File: src/rtl/fifo_burst_reader_pkg.sv
// Shared types and constants for the FIFO burst reader: FSM state encoding,
// output buffer depth and the burst counter width helper.
package fifo_burst_reader_pkg;

    typedef enum logic [1:0] {
        IDLE  = 2'd0,
        BURST = 2'd1,
        DRAIN = 2'd2
    } state_e;

    localparam int BUF_DEPTH = 2;

    // Counter must be able to hold the value burst_len itself (saturation point).
    function automatic int cnt_width(input int burst_len);
        return $clog2(burst_len + 1);
    endfunction

endpackage

File: src/rtl/fifo_burst_reader_skid_buf.sv
// Two-entry registered buffer that absorbs the FIFO read latency; a pushed
// word becomes visible at the head one cycle later, never in the same cycle.
module fifo_rd_skid_buf
    import fifo_burst_reader_pkg::*;
#(
    parameter int DATA_WIDTH = 32
) (
    input  logic                  clk,
    input  logic                  rst,
    input  logic                  push,
    input  logic [DATA_WIDTH-1:0] push_data,
    input  logic                  pop,
    output logic [1:0]            occ,
    output logic                  head_valid,
    output logic [DATA_WIDTH-1:0] head_data
);

    logic [DATA_WIDTH-1:0] mem_r [BUF_DEPTH];
    logic                  rd_ptr_r;
    logic                  wr_ptr_r;
    logic [1:0]            occ_r;
    logic                  pop_s;

    // A pop against an empty buffer is ignored so occupancy cannot wrap.
    always_comb begin
        pop_s = 1'b0;
        if (occ_r != 2'd0) begin
            pop_s = pop;
        end else begin
            pop_s = 1'b0;
        end
    end

    // Storage, pointers and occupancy.
    always_ff @(posedge clk) begin
        if (rst) begin
            for (int i = 0; i < BUF_DEPTH; i++) begin
                mem_r[i] <= '0;
            end
            rd_ptr_r <= 1'b0;
            wr_ptr_r <= 1'b0;
            occ_r    <= 2'd0;
        end else begin
            if (push) begin
                mem_r[wr_ptr_r] <= push_data;
                wr_ptr_r        <= ~wr_ptr_r;
            end
            if (pop_s) begin
                rd_ptr_r <= ~rd_ptr_r;
            end
            occ_r <= occ_r + 2'(push) - 2'(pop_s);
        end
    end

    assign occ        = occ_r;
    assign head_valid = (occ_r != 2'd0);
    assign head_data  = mem_r[rd_ptr_r];

endmodule

File: src/rtl/fifo_burst_reader.sv
// Read-side burst consumer: waits for a full burst in the FIFO, pops exactly
// BURST_LEN words and streams them out with first/last framing.
module fifo_burst_reader
    import fifo_burst_reader_pkg::*;
#(
    parameter int DATA_WIDTH  = 32,
    parameter int DEPTH_WIDTH = 11,
    parameter int BURST_LEN   = 16
) (
    input  logic                   rd_clk,
    input  logic                   rd_rst,
    output logic                   fifo_rd_en,
    input  logic                   fifo_rd_empty,
    input  logic [DATA_WIDTH-1:0]  fifo_rd_data,
    input  logic [DEPTH_WIDTH:0]   fifo_rd_water_level,
    output logic                   m_valid,
    input  logic                   m_ready,
    output logic [DATA_WIDTH-1:0]  m_data,
    output logic                   m_first,
    output logic                   m_last,
    output logic                   busy
);

    localparam int                  CNT_W    = cnt_width(BURST_LEN);
    localparam logic [CNT_W-1:0]    CNT_ZERO = CNT_W'(0);
    localparam logic [CNT_W-1:0]    CNT_ONE  = CNT_W'(1);
    localparam logic [CNT_W-1:0]    CNT_MAX  = CNT_W'(BURST_LEN);
    localparam logic [CNT_W-1:0]    LAST_IDX = CNT_W'(BURST_LEN - 1);
    localparam logic [DEPTH_WIDTH:0] LVL_THR = (DEPTH_WIDTH + 1)'(BURST_LEN);

    state_e                  state_r;
    state_e                  state_nxt_s;
    logic                    inflight_r;
    logic [CNT_W-1:0]        issue_cnt_r;
    logic [CNT_W-1:0]        out_cnt_r;
    logic [1:0]              occ_s;
    logic                    head_valid_s;
    logic [DATA_WIDTH-1:0]   head_data_s;
    logic                    pop_out_s;
    logic                    rd_en_s;
    logic                    last_s;

    fifo_rd_skid_buf #(
        .DATA_WIDTH (DATA_WIDTH)
    ) u_buf (
        .clk        (rd_clk),
        .rst        (rd_rst),
        .push       (inflight_r),
        .push_data  (fifo_rd_data),
        .pop        (pop_out_s),
        .occ        (occ_s),
        .head_valid (head_valid_s),
        .head_data  (head_data_s)
    );

    assign last_s    = head_valid_s && (out_cnt_r == LAST_IDX);
    assign pop_out_s = head_valid_s && m_ready;

    // Next state and pop request; a pop is allowed only if the buffer can
    // still take the word once everything already in flight has landed.
    always_comb begin
        state_nxt_s = state_r;
        rd_en_s     = 1'b0;
        if ((state_r == BURST) && !fifo_rd_empty &&
            ((3'({1'b0, occ_s}) + 3'(inflight_r)) < (3'd2 + 3'(pop_out_s)))) begin
            rd_en_s = 1'b1;
        end else begin
            rd_en_s = 1'b0;
        end
        case (state_r)
            IDLE: begin
                if (fifo_rd_water_level >= LVL_THR) begin
                    state_nxt_s = BURST;
                end else begin
                    state_nxt_s = IDLE;
                end
            end
            BURST: begin
                if (rd_en_s && (issue_cnt_r == LAST_IDX)) begin
                    state_nxt_s = DRAIN;
                end else begin
                    state_nxt_s = BURST;
                end
            end
            DRAIN: begin
                if (pop_out_s && last_s) begin
                    state_nxt_s = IDLE;
                end else begin
                    state_nxt_s = DRAIN;
                end
            end
            default: state_nxt_s = IDLE;
        endcase
    end

    // State register, in-flight tracking and saturating burst counters.
    always_ff @(posedge rd_clk) begin
        if (rd_rst) begin
            state_r     <= IDLE;
            inflight_r  <= 1'b0;
            issue_cnt_r <= CNT_ZERO;
            out_cnt_r   <= CNT_ZERO;
        end else begin
            state_r    <= state_nxt_s;
            inflight_r <= rd_en_s;
            if ((state_r == IDLE) && (state_nxt_s == BURST)) begin
                issue_cnt_r <= CNT_ZERO;
                out_cnt_r   <= CNT_ZERO;
            end else begin
                if (rd_en_s && (issue_cnt_r != CNT_MAX)) begin
                    issue_cnt_r <= issue_cnt_r + CNT_ONE;
                end
                if (pop_out_s && (out_cnt_r != CNT_MAX)) begin
                    out_cnt_r <= out_cnt_r + CNT_ONE;
                end
            end
        end
    end

    assign fifo_rd_en = rd_en_s;
    assign m_valid    = head_valid_s;
    assign m_data     = head_data_s;
    assign m_first    = head_valid_s && (out_cnt_r == CNT_ZERO);
    assign m_last     = last_s;
    assign busy       = (state_r != IDLE);

endmodule
File: config.mk
export PLATFORM = sky130hd
export DESIGN_NAME = fifo_burst_reader
export DESIGN_NICKNAME = d
export VERILOG_FILES = /design/src/rtl/fifo_burst_reader_pkg.sv /design/src/rtl/fifo_burst_reader_skid_buf.sv /design/src/rtl/fifo_burst_reader.sv
export SDC_FILE = /design/constraint.sdc
export NUM_CORES = 1
export LEC_CHECK = 0
export BUFFER_PORTS_ARGS = -buffer_cell sky130_fd_sc_hd__buf_2
export CAP_MARGIN = 25
export CORE_MARGIN = 5
export CORE_UTILIZATION = 46
export DETAILED_ROUTE_END_ITERATION = 16
export PLACE_DENSITY = 0.81
export SYNTH_ARGS = -nofsm -noshare
export SYNTH_HDL_FRONTEND = slang
export SYNTH_SLANG_ARGS = --single-unit
export TNS_END_PERCENT = 50
File: constraint.sdc
create_clock -name rd_clk -period 4.4 [get_ports rd_clk]
set_input_delay 0.22 -clock rd_clk [delete_from_list [all_inputs] [get_ports rd_clk]]
set_output_delay 0.22 -clock rd_clk [all_outputs]
set_load 0.03 [all_outputs]
==> results.yml <==
run_status:
  status: "completed"
worst_setup_path:
  endpoint_kind: "output port"
  start_kind: "register"
  path_max_fanout: 6
  cpMaxStageDelayCell: "or4_2"
  cp_slowest_stage_delay_ps: 560
  cp_data_required_time_ps: 4180
  critPathTopFamily: "simple AND/OR/NAND/NOR gates"
  crit_top_cell: "ha_1"
  worstPathArrival_ps: 2100
  path_class: "reg -> out"
  path_cells: "ha_1 -> ha_1 -> or4_2 -> nor2_1 -> buf_2"
  critPathBufInv: 1
clock_tree:
  clkSinkCount: 82
  cts-htree-levels: 3
  cts_buffers: 9
  postCtsHoldBufs: 0
  clk_latency_ps: 340
  root_buffer: "clkbuf_8"
  cts_tree: "yes"
  cts.clk_slew.worst_paths_ps: 90
  cts_buffer_depth: 2
  postCtsSetupRepairBufs: 0
  cts_resized: 0
synthesis:
  synth.cell_area_mm2: 0.003706
  synth_warnings: 0
  synth_edf_count: 64
  synth-seq-cells: 82
  ys_top_cells_by_area: "edfxtp_1 (52%), and2_1 (11%), dfxtp_1 (9.7%)"
  avgSynthCellArea_um2: 13.24
  yosysTopAreaCell: "edfxtp_1"
  synth_top_area_share_pct: 51.86
  synth_ff_type: "edfxtp_1"
  syn_nets: 338
  ys_types: 39
  yosysSeqAreaShare_pct: 61.58
  netlist_instances: 280
  synthArstFlopShare_pct: 0
  synthTopCellsByCount: "and2_1 (64), edfxtp_1 (64), mux2_2 (32)"
floorplanning:
  ios: 85
  initial_utilization_pct: 47.47
  dieArea_mm2: 0.009952
  core_area_mm2: 0.007807
  die_w_um: 99.76
  die_h_um: 99.76
  num_rows: 32
timing:
  slew_headroom_pct: 44.19
  finalCritPeriodShare_pct: 52.65
  rsz0062_at_grt: "false"
  finalSetupTns_ps: 0
  finalHoldViolCount: 0
  tightest_slew_ps: 837.2
  fmax_mhz: 431.7
  slew_violations: 0
  skew_ps: 7.164
  setup_viol_count_final: 0
  period_needed_ps: 2317
flow_run:
  max-cap-violations: 0
power:
  p_leak_nw: 1.838
  power.total_w: 0.001894
  ir_drop_uv: 288.5
  p_per_area_mw_per_mm2: 430.0
global_routing:
  grt_antenna_before_repair: 0
  gr-total-overflow: 0
  grt_pass1_vias: 2467
  grt_usage_pct: 14.81
  grt_max_degree: 33
  grt_pass1_wl_um: 11470
routing:
  drtPass1Iterations: 4
  via_per_inst: 5.092
  ant_nets: 0
  routedWlPerCell_um: 14.67
  drt_wl_total_um: 6866
  drt-initial-drc-count: 86
  vias: 2383
  drc: 0
final_layout:
  antenna_cells: 0
  layout.nets: 420
  areaGrowthSynthToFinish_pct: 18.84
  final_layout_size_suffix_gt1_share_pct: 37.98
  utilization_pct: 56.41
  fillers: 671
  post-route-cell-area_mm2: 0.004404
placed_design:
  place_area_mm2: 0.004222
  place_congestion: 0.8498
  port_buffers: 80
  hpwl_um: 4587
min_path:
  hp-class: "in -> reg"
metrics by stage:
stage / std cells / setup WS (ps) / hold slack (ps)
2_1_floorplan: 280 / 2333 / 399.3
3_3_place_gp: 453 / 2475 / 476.3
3_5_place_dp: 453 / 2440 / 501.4
4_1_cts: 468 / 2054 / 141.6
5_1_grt: 468 / 1930 / 140.4
6_report: 468 / 2083 / 156.0
area by class of cell:
cell class,instances,area (um2),share of cell area [%]
clock buffers,10,127.6,2.898
inverters,13,48.80,1.108
well taps,102,127.6,2.898
clock inverters,5,55.05,1.250
flip-flops and latches,82,2283,51.85
repair buffers,83,422.9,9.602
multi-input cells,173,1339,30.40
final timing paths:
kind | cells after the start | slack (ps) | to | startpoint
worst max-delay path | 5 | 2080 | fifo_rd_en | inflight_r
worst min-delay path | 2 | 160 | u_buf.mem_r[1][5] | fifo_rd_data[5]
worst max register to register | 6 | 2500 | issue_cnt_r[3] | inflight_r
worst min register to register | 1 | 510 | state_r[1] | state_r[0]
metal layers:
metal / up-vias / global-route usage (%) / part of all wire [%]
met2: 64 / 26.22 / 52
met3: 10 / 3.787 / 6.4
met1: 1157 / 16.75 / 40
met4: 0 / 6.513 / 1.6
met5: - / 0 / 0
li1: 1152 / - / -
registers in the layout, summed over array words and instances (netlist names), named ones only:
name / count
out_cnt_r: 5
issue_cnt_r: 5
u_buf.rd_ptr_r: 1
u_buf.occ: 2
u_buf.mem_r: 64
state_r: 2
u_buf.wr_ptr_r: 1
inflight_r: 1
power breakdown:
part / total, W / switching, W / internal, W / leakage [nW]
sequential: 0.000937 / 0.0000548 / 0.000882 / 0.811
clock: 0.000517 / 0.000259 / 0.000259 / 0.0902
combinational: 0.000440 / 0.000267 / 0.000172 / 0.937
cell usage in the layout (no fill, tap or decap), drive strengths merged, types with 4 or more instances in the layout:
cell type / Yosys / routed
edfxtp: 64 / 64
mux2: 32 / 32
clkbuf: 8 / 10
nor2: 10 / 10
a21oi: 8 / 8
and2: 65 / 65
xnor2: 4 / 4
buf: 4 / 83
o21ai: 6 / 6
dfxtp: 18 / 18
inv: 13 / 14
ha: 10 / 10
kinds of logic after synthesis:
logic type               share of synthesized area (%)
adder cells (fa/ha/maj)                          3.376
AO/OA/AOI/OAI                                    4.456
AND/OR/NAND/NOR                                  16.61
XOR/XNOR                                         1.418
flip-flops                                       61.58
multiplexers                                     9.993
buffers and inverters                            2.566
Power figures use the tool's default switching activity.
